--- src/rtl/fir_filter_mac_if.sv ---
// Sample stream, result stream and coefficient write port of fir_filter_mac.
// master = upstream/downstream side, slave = the filter itself.
interface fir_filter_mac_if #(
  parameter int N          = 4,
  parameter int DATA_WIDTH = 8,
  parameter int COEF_WIDTH = 8
);
  localparam int AW = $clog2(N);

  logic signed [DATA_WIDTH-1:0] x_in;
  logic                         in_valid;
  logic                         in_ready;
  logic signed [DATA_WIDTH-1:0] y_out;
  logic                         out_valid;
  logic                         out_ready;
  logic                         coef_we;
  logic [AW-1:0]                coef_addr;
  logic signed [COEF_WIDTH-1:0] coef_data;
  logic                         busy;

  modport master (
    output x_in, in_valid, out_ready, coef_we, coef_addr, coef_data,
    input  in_ready, y_out, out_valid, busy
  );

  modport slave (
    input  x_in, in_valid, out_ready, coef_we, coef_addr, coef_data,
    output in_ready, y_out, out_valid, busy
  );
endinterface

--- src/rtl/fir_filter_mac.sv ---
// N-tap signed FIR using one time-multiplexed multiply-accumulate.
// Runtime-loadable coefficients, valid/ready on both sides, full-precision
// accumulator, round-half-up right shift and saturation on the output.
//
// state | meaning
// IDLE  | waiting for a sample; coefficient writes accepted
// MAC   | one tap product per cycle, cnt = 0..N-1
// OUT   | y_out/out_valid held until downstream handshake
module fir_filter_mac #(
  parameter int N          = 4,
  parameter int DATA_WIDTH = 8,
  parameter int COEF_WIDTH = 8,
  parameter int OUT_SHIFT  = 0
) (
  input logic            clk,
  input logic            reset_n,
  fir_filter_mac_if.slave io
);
  localparam int AW    = $clog2(N);
  localparam int PW    = DATA_WIDTH + COEF_WIDTH;
  localparam int ACC_W = DATA_WIDTH + COEF_WIDTH + $clog2(N);
  // one extra bit so the rounding constant can never wrap the accumulator
  localparam int RW    = ACC_W + 1;

  localparam logic [AW-1:0]        CNT_LAST = AW'(N - 1);
  localparam logic signed [RW-1:0] RND      = (RW'(1) << OUT_SHIFT) >> 1;
  localparam logic signed [RW-1:0] YMAX     = RW'((2 ** (DATA_WIDTH - 1)) - 1);
  localparam logic signed [RW-1:0] YMIN     = RW'(-(2 ** (DATA_WIDTH - 1)));

  typedef enum logic [1:0] {IDLE, MAC, OUT} state_t;

  state_t state, state_nxt;

  logic [AW-1:0]                cnt;
  logic signed [DATA_WIDTH-1:0] tap  [N];
  logic signed [COEF_WIDTH-1:0] coef [N];
  logic signed [ACC_W-1:0]      acc;
  logic signed [ACC_W-1:0]      acc_sum;
  logic signed [PW-1:0]         prod;
  logic signed [RW-1:0]         rnd_in;
  logic signed [RW-1:0]         rnd_sh;
  logic signed [DATA_WIDTH-1:0] y_sat;
  logic signed [DATA_WIDTH-1:0] y_q;
  logic                         in_ready_q;
  logic                         out_valid_q;
  logic                         accept;
  logic                         mac_last;

  assign accept   = (state == IDLE) && io.in_valid && in_ready_q;
  assign mac_last = (state == MAC) && (cnt == CNT_LAST);
  assign prod     = tap[cnt] * coef[cnt];
  assign acc_sum  = acc + ACC_W'(prod);

  // Round-half-up, arithmetic shift and clamp of the final accumulator value.
  always_comb begin
    rnd_in = RW'(acc_sum) + RND;
    rnd_sh = rnd_in >>> OUT_SHIFT;
    y_sat  = rnd_sh[DATA_WIDTH-1:0];
    if (rnd_sh > YMAX)
      y_sat = YMAX[DATA_WIDTH-1:0];
    else if (rnd_sh < YMIN)
      y_sat = YMIN[DATA_WIDTH-1:0];
  end

  // State register.
  always_ff @(posedge clk or negedge reset_n) begin
    if (!reset_n)
      state <= IDLE;
    else
      state <= state_nxt;
  end

  // Next-state logic.
  always_comb begin
    state_nxt = state;
    case (state)
      IDLE:    if (accept) state_nxt = MAC;
      MAC:     if (cnt == CNT_LAST) state_nxt = OUT;
      OUT:     if (io.out_ready) state_nxt = IDLE;
      default: state_nxt = IDLE;
    endcase
  end

  // Delay line, coefficients, accumulator and registered output.
  always_ff @(posedge clk or negedge reset_n) begin
    if (!reset_n) begin
      for (int k = 0; k < N; k++) begin
        tap[k]  <= '0;
        coef[k] <= COEF_WIDTH'(1);
      end
      acc         <= '0;
      cnt         <= '0;
      y_q         <= '0;
      out_valid_q <= 1'b0;
      in_ready_q  <= 1'b0;
    end else begin
      in_ready_q <= (state_nxt == IDLE);

      // writes while busy are dropped; a write in the accept cycle is seen by that sample
      if ((state == IDLE) && io.coef_we && (int'(io.coef_addr) < N))
        coef[io.coef_addr] <= io.coef_data;

      if (accept) begin
        for (int k = N - 1; k > 0; k--)
          tap[k] <= tap[k-1];
        tap[0] <= io.x_in;
        acc    <= '0;
        cnt    <= '0;
      end

      if (state == MAC) begin
        acc <= acc_sum;
        cnt <= mac_last ? '0 : cnt + AW'(1);
      end

      if (mac_last) begin
        y_q         <= y_sat;
        out_valid_q <= 1'b1;
      end else if ((state == OUT) && io.out_ready) begin
        out_valid_q <= 1'b0;
      end
    end
  end

  assign io.in_ready  = in_ready_q;
  assign io.y_out     = y_q;
  assign io.out_valid = out_valid_q;
  assign io.busy      = (state != IDLE);
endmodule

--- src/flat_wrapper.sv ---
// flat-port wrapper written by rule: the top's interface ports become plain ports
module fir_filter_mac_flat 
#(
  parameter int N          = 4,
  parameter int DATA_WIDTH = 8,
  parameter int COEF_WIDTH = 8,
  parameter int OUT_SHIFT  = 0
)
  (clk, reset_n, io_x_in, io_in_valid, io_out_ready, io_coef_we, io_coef_addr, io_coef_data, io_in_ready, io_y_out, io_out_valid, io_busy);
  fir_filter_mac_if #(.N(N), .DATA_WIDTH(DATA_WIDTH), .COEF_WIDTH(COEF_WIDTH)) io_i ();
  input logic clk;
  input logic reset_n;
  input wire logic [$bits(io_i.x_in)-1:0] io_x_in;
  input wire logic [$bits(io_i.in_valid)-1:0] io_in_valid;
  input wire logic [$bits(io_i.out_ready)-1:0] io_out_ready;
  input wire logic [$bits(io_i.coef_we)-1:0] io_coef_we;
  input wire logic [$bits(io_i.coef_addr)-1:0] io_coef_addr;
  input wire logic [$bits(io_i.coef_data)-1:0] io_coef_data;
  output wire logic [$bits(io_i.in_ready)-1:0] io_in_ready;
  output wire logic [$bits(io_i.y_out)-1:0] io_y_out;
  output wire logic [$bits(io_i.out_valid)-1:0] io_out_valid;
  output wire logic [$bits(io_i.busy)-1:0] io_busy;
  assign io_i.x_in = io_x_in;
  assign io_i.in_valid = io_in_valid;
  assign io_i.out_ready = io_out_ready;
  assign io_i.coef_we = io_coef_we;
  assign io_i.coef_addr = io_coef_addr;
  assign io_i.coef_data = io_coef_data;
  assign io_in_ready = io_i.in_ready;
  assign io_y_out = io_i.y_out;
  assign io_out_valid = io_i.out_valid;
  assign io_busy = io_i.busy;
  fir_filter_mac #(.N(N), .DATA_WIDTH(DATA_WIDTH), .COEF_WIDTH(COEF_WIDTH), .OUT_SHIFT(OUT_SHIFT)) u_core (.clk(clk), .reset_n(reset_n), .io(io_i));
endmodule
--- config.mk ---
export PLATFORM = sky130hd
export DESIGN_NAME = fir_filter_mac_flat
export DESIGN_NICKNAME = d
export VERILOG_FILES = /design/src/rtl/fir_filter_mac_if.sv /design/src/rtl/fir_filter_mac.sv /design/src/flat_wrapper.sv
export SDC_FILE = /design/constraint.sdc
export NUM_CORES = 1
export LEC_CHECK = 0
export CORE_ASPECT_RATIO = 0.6
export CORE_MARGIN = 8
export CORE_UTILIZATION = 60
export CTS_CLUSTER_SIZE = 28
export DETAILED_ROUTE_END_ITERATION = 7
export GPL_ROUTABILITY_DRIVEN = 0
export PLACE_DENSITY = 0.79
export SYNTH_ARGS = -nofsm -noshare
export SYNTH_HDL_FRONTEND = slang
export SYNTH_SLANG_ARGS = --single-unit
export TNS_END_PERCENT = 20
--- constraint.sdc ---
create_clock -name clk -period 7.3 [get_ports clk]
set_input_delay 1.46 -clock clk [delete_from_list [all_inputs] [get_ports clk]]
set_output_delay 1.46 -clock clk [all_outputs]
set_load 0.01 [all_outputs]
==> results of run 1 <==
synthesized netlist by cell type (8+ instances only):
cell type  instances
and2_1            31
clkbuf_1          17
dfrtp_1           92
fa_1              80
ha_1              43
inv_1             80
mux2_2            33
mux4_2            15
nand2_1          151
nand3_1           19
nor2_1            25
o21ai_0           18
xnor2_1            8
critical path, delay by kind of cell (launching register included):
family	cells	cell delay, ns
and+or+nand+nor	2	0.40
DFF	1	0.67
muxes	1	0.40
AOI/OAI and AO/OA	6	2.00
adders and majority gates	6	3.02
xor gates and xnor gates	1	0.28
area by class of cell:
| type | count | area, sq um |
|---|---|---|
| Multi-Input combinational cell | 519 | 4830 |
| Fill cell | 969 | 4210 |
| Sequential cell | 96 | 2410 |
| Timing Repair Buffer | 41 | 388 |
| Inverter | 80 | 300 |
| Clock buffer | 10 | 239 |
| Tap cell | 170 | 213 |
| Clock inverter | 6 | 57.6 |
metrics by stage:
stage                     hold slack (ns)  util, %  cell area [sq um]  cells
after CTS                           0.479     66.7               8440    922
after floorplan                     0.441        -               7640    718
after global placement              0.452     64.3               8140    906
after global routing                0.511     66.7               8440    922
final                               0.474     66.7               8440    922
after detailed placement            0.460     64.3               8140    906
cells by family (layout without fill, tap and decap cells):
| group | Yosys count | in the layout | share of synthesized area [%] |
|---|---|---|---|
| AOI/OAI and AO/OA | 82 | 82 | 8.99 |
| buffers and inverters | 103 | 137 | 5.31 |
| adders and majority gates | 123 | 123 | 28.0 |
| DFF | 96 | 96 | 31.5 |
| and+or+nand+nor | 250 | 250 | 14.7 |
| muxes | 50 | 50 | 9.71 |
| xor gates and xnor gates | 14 | 14 | 1.78 |
state kept, by name, summed over array words and instances (netlist names):
name	cells
u_core.io.out_valid	1
u_core.tap	32
u_core.coef	32
u_core.acc	18
u_core.io.in_ready	1
u_core.state	2
u_core.cnt	2
u_core.io.y_out	8
routing by layer:
metal	track usage [%]	share of wire (%)
met3	5.42	8.0
met5	0	0
met2	34.2	44
met4	7.15	1.7
met1	32.5	46
cells in the final DEF (no fill, tap or decap), types with 7 or more instances in the layout:
master	instances
inv_1	80
clkdlybuf4s50_1	32
dfrtp_1	92
o21ai_0	18
nand3_1	18
buf_4	9
nor2_1	25
o22ai_1	7
clkbuf_16	9
mux2_2	33
and2_1	31
ha_1	43
xnor2_1	8
mux4_2	15
nand2_1	151
fa_1	80
how the worst max path moves through the flow:
stage / from / endpoint / slack, ns / cells past startpoint
5_1_grt: u_core.cnt[0] / u_core.io.y_out[3] / 0.03 / 16
3_5_place_dp: u_core.cnt[0] / u_core.io.y_out[3] / 0.60 / 16
6_report: u_core.cnt[0] / u_core.io.y_out[3] / 0.39 / 16
3_3_place_gp: u_core.cnt[0] / u_core.io.y_out[1] / 0.77 / 16
2_1_floorplan: u_core.cnt[0] / u_core.io.y_out[0] / 1.14 / 19
4_1_cts: u_core.cnt[0] / u_core.io.y_out[3] / 0.46 / 16
==> results.md, run 1 <==
* Top cell by count, worst path: fa_1
* Mapped Cells at 718
* Leading area contributor after synthesis: dfrtp_1
* Antenna cells at 0
* Synthesis Warnings at 0
* Clock-pin slew on the worst setup and hold paths at 0.08 ns
* Setup TNS at 0 ns
* CTS tree: yes
* Final Setup Violations at 0
* Post-route minimum period at 6.91 ns
* Hold buffer count at cts at 0
* DRC viols at 0
* Mapped Avg Cell Area at 10.6 sq um
* Inserted Clock Buffers at 9
* Worst r2r dst: u_core.io.y_out[3]
* Cell depth of the worst hold path at 2
* Vias in the first global route at 5753
* Via count at 5499
* Port bufs at 33
* Synthesis-stage register bit count at 96
* NumNets Final at 893
* Post-cts sizing count at 0
* Area of the core at 12700 sq um
* Clock root buffer: clkbuf_16
* Flop2flop setup slack at 0.39 ns
* # rows at 32
* Period Utilization, post-route at 94.6%
* Chip height at 103 um
* Number of max-cap violations at 0
* Asr flop ratio synth at 100%
* DRT Pass-1 Iters at 5
* Horiz. Die Dim at 162 um
* Starting Density at 60.4%
* Critical Path End Type: flip-flop
* Mapped Nets at 864
* Worst slew pin tran at 1.10 ns
* Yosys top cell area share at 30.1%
* Crit path launch type: flip-flop
* Largest net degree at the start of global routing at 85
* Final wirelength at 17.7 mm
* Hold Path End: u_core.tap[2]
* Final hold viol count at 0
* Final-report max-slew violation count at 0
* Max Buffers Root-to-Sink at 2
* Ys flop type: dfrtp_1
* Kind of critical path: flip-flop to flip-flop
* Status: finished, final reports clean
* Gr ovfl total at 0
* CP max stage delay at 0.68 ns
* Vias per cell at 5.96
* Post-route setup slack at 0.391 ns
* Register area share after synthesis at 31.5%
* Worst slew margin at 26.7%
* Setup Fix Bufs, Post-CTS at 0
* Reg2reg path depth at 16
* Layout cell share with drive strength beyond 1 at 13.8%
* CTS H-tree lvls at 3
* Hpwl dp at 13.3 mm
* Num ports at 34
* Antenna-violating nets left at 0
* Kind of path behind the tightest hold check: flip-flop to flip-flop
* RSZ-0062 raised after global routing: false
* Clk_lat worst skew at 0.35 ns
* EDFF count, synth at 0
* Synth top area cells: dfrtp_1, fa_1, nand2_1
* Area growth syn-to-layout at 10.4%
* Worst Skew at 0.00863 ns
* Synthesized area at 7640 sq um
* Gr usage total at 22.8%
* Worst hold path startpoint: u_core.tap[2]
* CP Max Fanout at 12
* Setup slack at placement at 0.596 ns
* Yosys cell types at 68
* Wire per inst at 19.2 um
* Antenna violations before repair at 0
* Slowest CP cell: o21ai_1
* Data required time of the worst path at 7.52 ns
* Full die area at 16700 sq um
* Clk sink count at 96
* Max Fclk at 145 MHz
* Worst-path cell chain: mux2_2 > o21ai_1 > nor2_1 > fa_1 > fa_1 > fa_1 > fa_1 > ha_1 > ha_1 > a2111oi_4 > o21ai_1 > a221oi_2 > xor2_1 > nand4_1 > o21ai_4 > o22ai_1
* R2r startpoint: u_core.cnt[0]
* Crit path DAT at 7.13 ns
* First-pass GRT wire length at 29.6 mm
* Detailed Route Iter0 Violations at 386
Power of run 1 is not shown: default switching activity piles up to over one toggle a cycle in this logic, so the estimate is an artifact.
==> run 2: changes to the inputs <==
CAP_MARGIN = 5   (was default)
clock period = 8 ns   (was 7.3 ns; I/O delays follow)
==> run 2 against run 1 <==
- register-to-register slack better by 0.67 ns
- clock-buffer cell count unchanged
- utilization down 0.12 points
- first-iteration DRC count down 10%
- flip-flop and latch count unchanged
- maximum frequency down 0.37%
- critical endpoint is now u_core.io.y_out[0]
==> results.md, run 2 (synthesis results as in run 1) <==
* Hpwl dp at 12.9 mm
* Antenna violations before repair at 0
* Top cell by count, worst path: fa_1
* Max Buffers Root-to-Sink at 2
* Data required time of the worst path at 8.22 ns
* Most common cell after layout, fill and taps aside: nand2_1
* Largest net degree at the start of global routing at 82
* Crit path launch type: flip-flop
* DRC viols at 0
* Reg2reg path depth at 17
* CP delay by family, top: adder cells
* Kind of path behind the tightest hold check: flip-flop to flip-flop
* Antenna cells at 0
* # rows at 32
* Final wirelength at 16.9 mm
* CTS H-tree lvls at 3
* Design Area, Final at 8420 sq um
* NumNets Final at 889
* Port bufs at 33
* R2r startpoint: u_core.cnt[0]
* RSZ-0062 raised after global routing: false
* Final Setup Violations at 0
* Crit path DAT at 7.15 ns
* Worst r2r dst: u_core.io.y_out[0]
* Slowest CP cell: dfrtp_1
* Area of the core at 12700 sq um
* Clk_lat worst skew at 0.35 ns
* Wire per inst at 18.4 um
* Post-route minimum period at 6.93 ns
* Largest regs: u_core.coef x32, u_core.tap x32, u_core.acc x18
* Stages on the worst setup path at 17
* Full die area at 16700 sq um
* Placed instance count at 902
* CP max stage delay at 0.59 ns
* Area growth syn-to-layout at 10.2%
* Flop2flop setup slack at 1.07 ns
* Final Non-Filler Cells at 918
* CTS tree: yes
* First-pass GRT wire length at 28.6 mm
* Setup crit start: u_core.cnt[0]
* Routed met3 length at 1.38 mm
* Layout cell share with drive strength beyond 1 at 13.4%
* Via count at 5365
* Horiz. Die Dim at 162 um
* Chip height at 103 um
* DRT Pass-1 Iters at 4
* Antenna-violating nets left at 0
* Post-Route M1 WL at 7.88 mm
* Gr usage total at 21.9%
* Met2 wire len at 7.49 mm
* Final Hold Slack at 0.481 ns
* CP Max Fanout at 12
* Setup Fix Bufs, Post-CTS at 0
* Final hold viol count at 0
* Critical Path End Type: flip-flop
* Final-report max-slew violation count at 0
* Setup TNS at 0 ns
* Clock root buffer: clkbuf_16
* Starting Density at 60.4%
* Num ports at 34
* Vias in the first global route at 5697
* Worst slew pin tran at 1.08 ns
* CP endpoint: u_core.io.y_out[0]
* Clock-pin slew on the worst setup and hold paths at 0.07 ns
* Worst-path cell chain: buf_4 > mux2_2 > o21ai_1 > nor2_1 > fa_1 > fa_1 > fa_1 > fa_1 > ha_1 > ha_1 > a2111oi_4 > o21ai_1 > a221oi_2 > xor2_1 > nand4_1 > o21ai_4 > o22ai_1
* Max Fclk at 144 MHz
* Worst hold path startpoint: u_core.tap[5]
* Post-cts sizing count at 0
* Vias per cell at 5.84
* Clk sink count at 96
* Most frequent cells in the layout: nand2_1, dfrtp_1, inv_1, fa_1, ha_1
* Worst Skew at 0.00910 ns
* Worst slew margin at 27.9%
* Status: finished, final reports clean
* Inserted Clock Buffers at 9
* Buf+Inv Stages, Crit Path at 1
* Uppermost routed layer: met4
* Gr ovfl total at 0
* Number of max-cap violations at 0
* FILL cells at 970
* Hold buffer count at cts at 0
* Detailed Route Iter0 Violations at 347
* Kind of critical path: flip-flop to flip-flop
* Period Utilization, post-route at 86.7%
* Area after DPL at 8110 sq um
## run 2: cell types whose count changed in the layout (fill, tap and decap cells not counted), sizes merged
cell / change
buf: -4
bufinv: +1
clkinv: -1
## run 2: worst min path at each step
stage,endpoint,depth (start not counted),slack (ns)
6_report,u_core.tap[5],2,0.48
5_1_grt,u_core.tap[5],2,0.51
4_1_cts,u_core.tap[5],2,0.49
3_5_place_dp,u_core.tap[3],2,0.47
3_3_place_gp,u_core.tap[2],2,0.45
2_1_floorplan,u_core.tap[0],2,0.44
## run 2: metrics by stage
stage          worst slack, ns  utilization [%]
2_1_floorplan             1.84                -
3_3_place_gp              1.31             64.1
3_5_place_dp              1.13             64.1
4_1_cts                   1.10             66.6
5_1_grt                  0.664             66.6
6_report                  1.07             66.6
## run 2: tightest hold or removal path: cells and delay by family, from the launching register on
family | cells | cell delay (ns)
DFF | 1 | 0.35
and+or+nand+nor | 2 | 0.11
## run 2: cell type report
| class | count | area (sq um) | area share (%) |
|---|---|---|---|
| Inverter | 80 | 300 | 3.57 |
| Tap cell | 170 | 213 | 2.53 |
| Timing Repair Buffer | 37 | 358 | 4.25 |
| Multi-Input combinational cell | 519 | 4830 | 57.4 |
| Sequential cell | 96 | 2410 | 28.6 |
| Clock buffer | 10 | 239 | 2.84 |
| Clock inverter | 6 | 72.6 | 0.862 |
## run 2: layer usage
| metal | GRT usage, % | vias to the layer above |
|---|---|---|
| met3 | 6.28 | 25 |
| li1 | - | 2431 |
| met4 | 4.53 | 0 |
| met5 | 0 | - |
| met2 | 33.5 | 201 |
| met1 | 30.9 | 2708 |
Power of run 2 is left out for the same reason.
==> RTL change 1 (config.mk and constraints of run 1) <==
`N` is set to 4 in 3 places; all go to 8.
--- a/src/rtl/fir_filter_mac_if.sv
+++ b/src/rtl/fir_filter_mac_if.sv
@@ -1,7 +1,7 @@
 // Sample stream, result stream and coefficient write port of fir_filter_mac.
 // master = upstream/downstream side, slave = the filter itself.
 interface fir_filter_mac_if #(
-  parameter int N          = 4,
+  parameter int N          = 8,
   parameter int DATA_WIDTH = 8,
   parameter int COEF_WIDTH = 8
 );
--- a/src/rtl/fir_filter_mac.sv
+++ b/src/rtl/fir_filter_mac.sv
@@ -7,7 +7,7 @@
 // MAC   | one tap product per cycle, cnt = 0..N-1
 // OUT   | y_out/out_valid held until downstream handshake
 module fir_filter_mac #(
-  parameter int N          = 4,
+  parameter int N          = 8,
   parameter int DATA_WIDTH = 8,
   parameter int COEF_WIDTH = 8,
   parameter int OUT_SHIFT  = 0
--- a/src/flat_wrapper.sv
+++ b/src/flat_wrapper.sv
@@ -1,7 +1,7 @@
 // flat-port wrapper written by rule: the top's interface ports become plain ports
 module fir_filter_mac_flat 
 #(
-  parameter int N          = 4,
+  parameter int N          = 8,
   parameter int DATA_WIDTH = 8,
   parameter int COEF_WIDTH = 8,
   parameter int OUT_SHIFT  = 0
Interface: changed (resized io_coef_addr); port bits go from 34 to 35. The function was not compared with the original's and may differ.
==> RTL change 1 against run 1 <==
Wire length up 37%; sequential cell count up 66; worst setup slack worse by 0.14 ns; area after synthesis up 39%; final area up 43%; sequential share of layout area up 5.1 points; critical path depth up 6.
Power is not shown: default switching activity piles up to over one toggle a cycle in this logic, so the estimate is an artifact.
==> RTL change 1: results (changes against run 1) <==
- Layout cell share with drive strength beyond 1: 19.18% (+5.4 points)
- Reg2Reg Depth: 22 (+6)
- Fmax: 141.8 MHz (-2.0%)
- Worst-Skew Late Latency: 0.42 ns (+0.07 ns)
- Mux contribution to synthesized area: 15.24% (+5.5 points)
- Netlist cell types: 59 (-13%)
- Max layer used: met4
- Ys async rst share: 100.0% (unchanged)
- Slew @ Worst Pin: 1.055 ns (-0.04478 ns)
- Port Buffer Count: 34 (+3.0%)
- Vias per inst: 5.858 (-1.8%)
- Layout Skew: 0.009051 ns (+0.0004211 ns)
- Pre-Repair DR Iteration Count: 7 (+2)
- Post-synthesis compound-gate area fraction: 4.897% (-4.1 points)
- Routed WL: 24,250 µm (+37%)
- Ranking of synthesized cells by area: dfrtp_1 (36%), fa_1 (16%), nand2_1 (7.9%)
- WL met3: 2218 µm (+58%)
- Longest Clk Path Bufs: 2 (unchanged)
- Fill count: 1,241 (+28%)
- CTS resizes: 0 (unchanged)
- GRT Resource Usage Total: 22.63% (-0.15 points)
- FF-to-FF Start: u_core.cnt[0]
- Syn nets: 1,124 (+30%)
- Post-Place Cells: 1,228 (+36%)
- Largest net degree at the start of global routing: 85 (unchanged)
- Vias in the first global route: 7,607 (+32%)
- Pre-CTS setup slack: 0.1770 ns (-0.4192 ns)
- Xor/xnor cell area share of the yosys netlist: 1.487% (-0.30 points)
- TritonCTS buffer count: 17 (+8)
- Arrival time at the worst endpoint: 7.34 ns (+0.21 ns)
- CP max FO: 7 (-5)
- Status: finished, final reports clean
- WL/cell: 19.23 µm (+0.25%)
- Top post-synthesis cells by count: nand2_1 (224), dfrtp_1 (154), inv_1 (88)
- Synth Area in Adders: 21.29% (-6.7 points)
- Placed Area: 11,310 µm² (+39%)
- Hold Path Sink: u_core.tap[0]
- H-tree level count: 4 (+1)
- Met2 WL: 10,800 µm (+38%)
- Global-route wire length before repair: 40,390 µm (+36%)
- DP Wirelength: 16,640 µm (+25%)
- WHS: 0.4819 ns (+0.007667 ns)
- Post-Synthesis Cells: 970 (+35%)
- Startpoint types: register
- Critical path endpoint: u_core.io.y_out[3]
- Final Instance Area: 12,070 µm² (+43%)
- Hold Crit Start: u_core.tap[0]
- Wl on met1: 11,010 µm (+35%)
- Synth Warn #: 0 (unchanged)
- Largest regs: u_core.coef (64), u_core.tap (64), u_core.acc (19)
- Initial DRC count: 801 (+110%)
- Post-synthesis sequential area ratio: 38.32% (+6.8 points)
- Clk slew on worst S/H paths: 0.07 ns
==> RTL change 1: metal layers <==
layer	GRT usage, %	up-vias
li1	-	3314
met1	32.67	3760
met2	33.36	288
met3	6.964	25
met4	4.951	0
met5	0	-
==> RTL change 1: layout make-up <==
class	count	area (µm²)	area share (%)
multi-input combinational	682	6122	50.72
sequential	162	4065	33.68
timing repair buffer	63	559.3	4.634
clock buffer	17	425.4	3.524
inverter	88	330.3	2.737
tap	234	292.8	2.426
clock inverter	15	275.3	2.281
==> RTL change 1: worst max-delay path, stage by stage, from the launching register on <==
cell	delay [ns]
dfrtp_2	0.47
buf_4	0.22
mux4_2	0.52
mux2i_2	0.26
buf_4	0.23
nor2_1	0.11
fa_1	0.59
inv_1	0.16
fa_1	0.56
inv_1	0.05
fa_1	0.50
fa_1	0.52
ha_1	0.33
ha_1	0.37
a21o_4	0.26
or2_1	0.29
nor3_4	0.22
o31ai_1	0.13
a211oi_2	0.30
o2111ai_1	0.21
nor4b_4	0.33
buf_4	0.20
o32ai_1	0.10
==> RTL change 2 (flow settings as in run 1) <==
Made on the original files. The 3 states of `state_t` get a one-hot encoding in 3 bits.
--- a/src/rtl/fir_filter_mac.sv
+++ b/src/rtl/fir_filter_mac.sv
@@ -27,7 +27,7 @@
   localparam logic signed [RW-1:0] YMAX     = RW'((2 ** (DATA_WIDTH - 1)) - 1);
   localparam logic signed [RW-1:0] YMIN     = RW'(-(2 ** (DATA_WIDTH - 1)));
 
-  typedef enum logic [1:0] {IDLE, MAC, OUT} state_t;
+  typedef enum logic [2:0] {IDLE = 3'b001, MAC = 3'b010, OUT = 3'b100} state_t;
 
   state_t state, state_nxt;
 
Formal check against the unedited RTL: no difference found for any inputs over 4 cycles, from zero or initial values and one cycle with reset_n low; so few cycles prove little.
==> RTL change 2 against run 1 <==
Sequential share of layout area increased by 0.59 points; sequential cell count rose by 1; worst setup slack gained 0.20 ns; first-iteration DRC count rose by 13%; synthesized cell count rose by 0.28%; area after synthesis shrank 1.5%; final area down 0.95%; utilization rose by 2.2 points; die area down 1.3%; wire length is 0.77% higher; largest cell class unchanged.
Power is left out: the tool's default activity adds up to more than one toggle a clock period on the data nets, which glitch-free logic cannot reach.
==> RTL change 2: results (changes against run 1) <==
- Status: finished, final reports clean
- Residual DRC: 0 (unchanged)
- CP max FO: 9 (-3)
- Top post-synthesis cells by count: nand2_1 (171), dfrtp_1 (92), inv_1 (83)
- Longest Clk Path Bufs: 2 (unchanged)
- Layout cell share with drive strength beyond 1: 12.40% (-1.4 points)
- DP Wirelength: 13,850 µm (+4.3%)
- Primary FF master, synth: dfrtp_1
- Synth Area in Adders: 28.44% (+0.44 points)
- Placed Area: 8046 µm² (-1.2%)
- Final Net Count: 899 (+0.67%)
- Ys async rst share: 100.0% (unchanged)
- Fill count: 893 (-7.8%)
- Via count: 5,534 (+0.64%)
- Largest net degree at the start of global routing: 72 (-15%)
- Arrival time at the worst endpoint: 6.92 ns (-0.21 ns)
- Post-Place Cells: 907 (+0.11%)
- Pre-Repair DR Iteration Count: 5 (unchanged)
- Largest stage delay on the critical path: 0.63 ns (-0.05 ns)
- Synth Warn #: 0 (unchanged)
- Crit-path slowest cell: dfrtp_1
- Worst rel slew slack: 32.99% (+6.3 points)
- Ant diodes: 0 (unchanged)
- Initial antenna violation count: 0 (unchanged)
- Worst-Skew Late Latency: 0.35 ns (about the same)
- Port Buffer Count: 33 (unchanged)
- Post-synthesis compound-gate area fraction: 7.268% (-1.7 points)
- Post-synthesis sequential area ratio: 32.35% (+0.84 points)
- TritonCTS buffer count: 9 (unchanged)
- Syn nets: 866 (+0.23%)
- Global-route wire length before repair: 30,290 µm (+2.3%)
- Mux contribution to synthesized area: 9.563% (-0.15 points)
- Xor/xnor cell area share of the yosys netlist: 1.480% (-0.30 points)
- Vias in the first global route: 5,863 (+1.9%)
- H-tree level count: 3 (unchanged)
- Hold Crit Start: u_core.tap[6]
- CTS resizes: 0 (unchanged)
- GRT Resource Usage Total: 23.03% (+0.25 points)
- Syn Area/Cell: 10.45 µm² (-1.8%)
- Largest regs: u_core.coef (32), u_core.tap (32), u_core.acc (18)
- Routed WL: 17,820 µm (+0.77%)
- Critical path origin: u_core.cnt[0]
- Filler-free cell count of the finished design: 923 (+0.11%)
- Post-CTS Setup Bufs: 0 (unchanged)
- Clk slew on worst S/H paths: 0.07 ns
- Root Buffer: clkbuf_16
- Ranking of synthesized cells by area: dfrtp_1 (31%), fa_1 (21%), nand2_1 (8.5%)
- Type of the worst min-delay path: register to register
- Initial DRC count: 437 (+13%)
- Layout Skew: 0.01193 ns (+0.003301 ns)
- Netlist cell types: 55 (-19%)
[RTL change 2: path summary, 6_finish.rpt]
path                                      endpoint  slack (ns)  cells past startpoint
worst max-delay path            u_core.io.y_out[2]        0.59                     20
worst min-delay path                 u_core.tap[6]        0.48                      2
worst max register to register  u_core.io.y_out[2]        0.59                     20
worst min register to register       u_core.tap[6]        0.48                      2
max in group asynchronous          u_core.coef[19]        5.07                      2
min in group asynchronous           u_core.acc[12]        1.01                      1
[RTL change 2: worst max-delay path: cells and delay by family, from the launching register on]
family	cells	cell delay (ns)
AOI/OAI and AO/OA	6	1.42
adders and majority gates	6	2.93
buffers and inverters	3	0.53
DFF	1	0.63
muxes	1	0.12
and+or+nand+nor	4	0.91
[RTL change 2: cell type report]
| class | count | area (µm²) | area share, % |
|---|---|---|---|
| multi-input cells | 520 | 4700 | 56.23 |
| flip-flops and latches | 97 | 2434 | 29.12 |
| repair buffers | 42 | 395.4 | 4.731 |
| inverters | 83 | 311.5 | 3.728 |
| clock buffers | 9 | 225.2 | 2.695 |
| well taps | 165 | 206.4 | 2.470 |
| clock inverters | 7 | 86.33 | 1.033 |
[RTL change 2: cells by family after synthesis]
| logic type | count (synthesis) |
|---|---|
| simple gates | 265 |
| mux | 49 |
| buf+inv | 103 |
| compound gates | 72 |
| fa+ha+maj | 123 |
| xor+xnor | 11 |
| flops | 97 |
[RTL change 2: stage by stage]
step	setup slack (ns)	util [%]
after global placement	0.9254	66.28
final	0.5887	68.84
after global routing	0.2185	68.84
after floorplan	0.9813	-
after detailed placement	0.7024	66.28
after CTS	0.6370	68.84
[RTL change 2: layer usage]
metal	wire length, µm	global-route usage, %
met1	7859	31.60
met2	8217	36.92
met3	1505	5.662
met4	241	4.929
met5	0	0
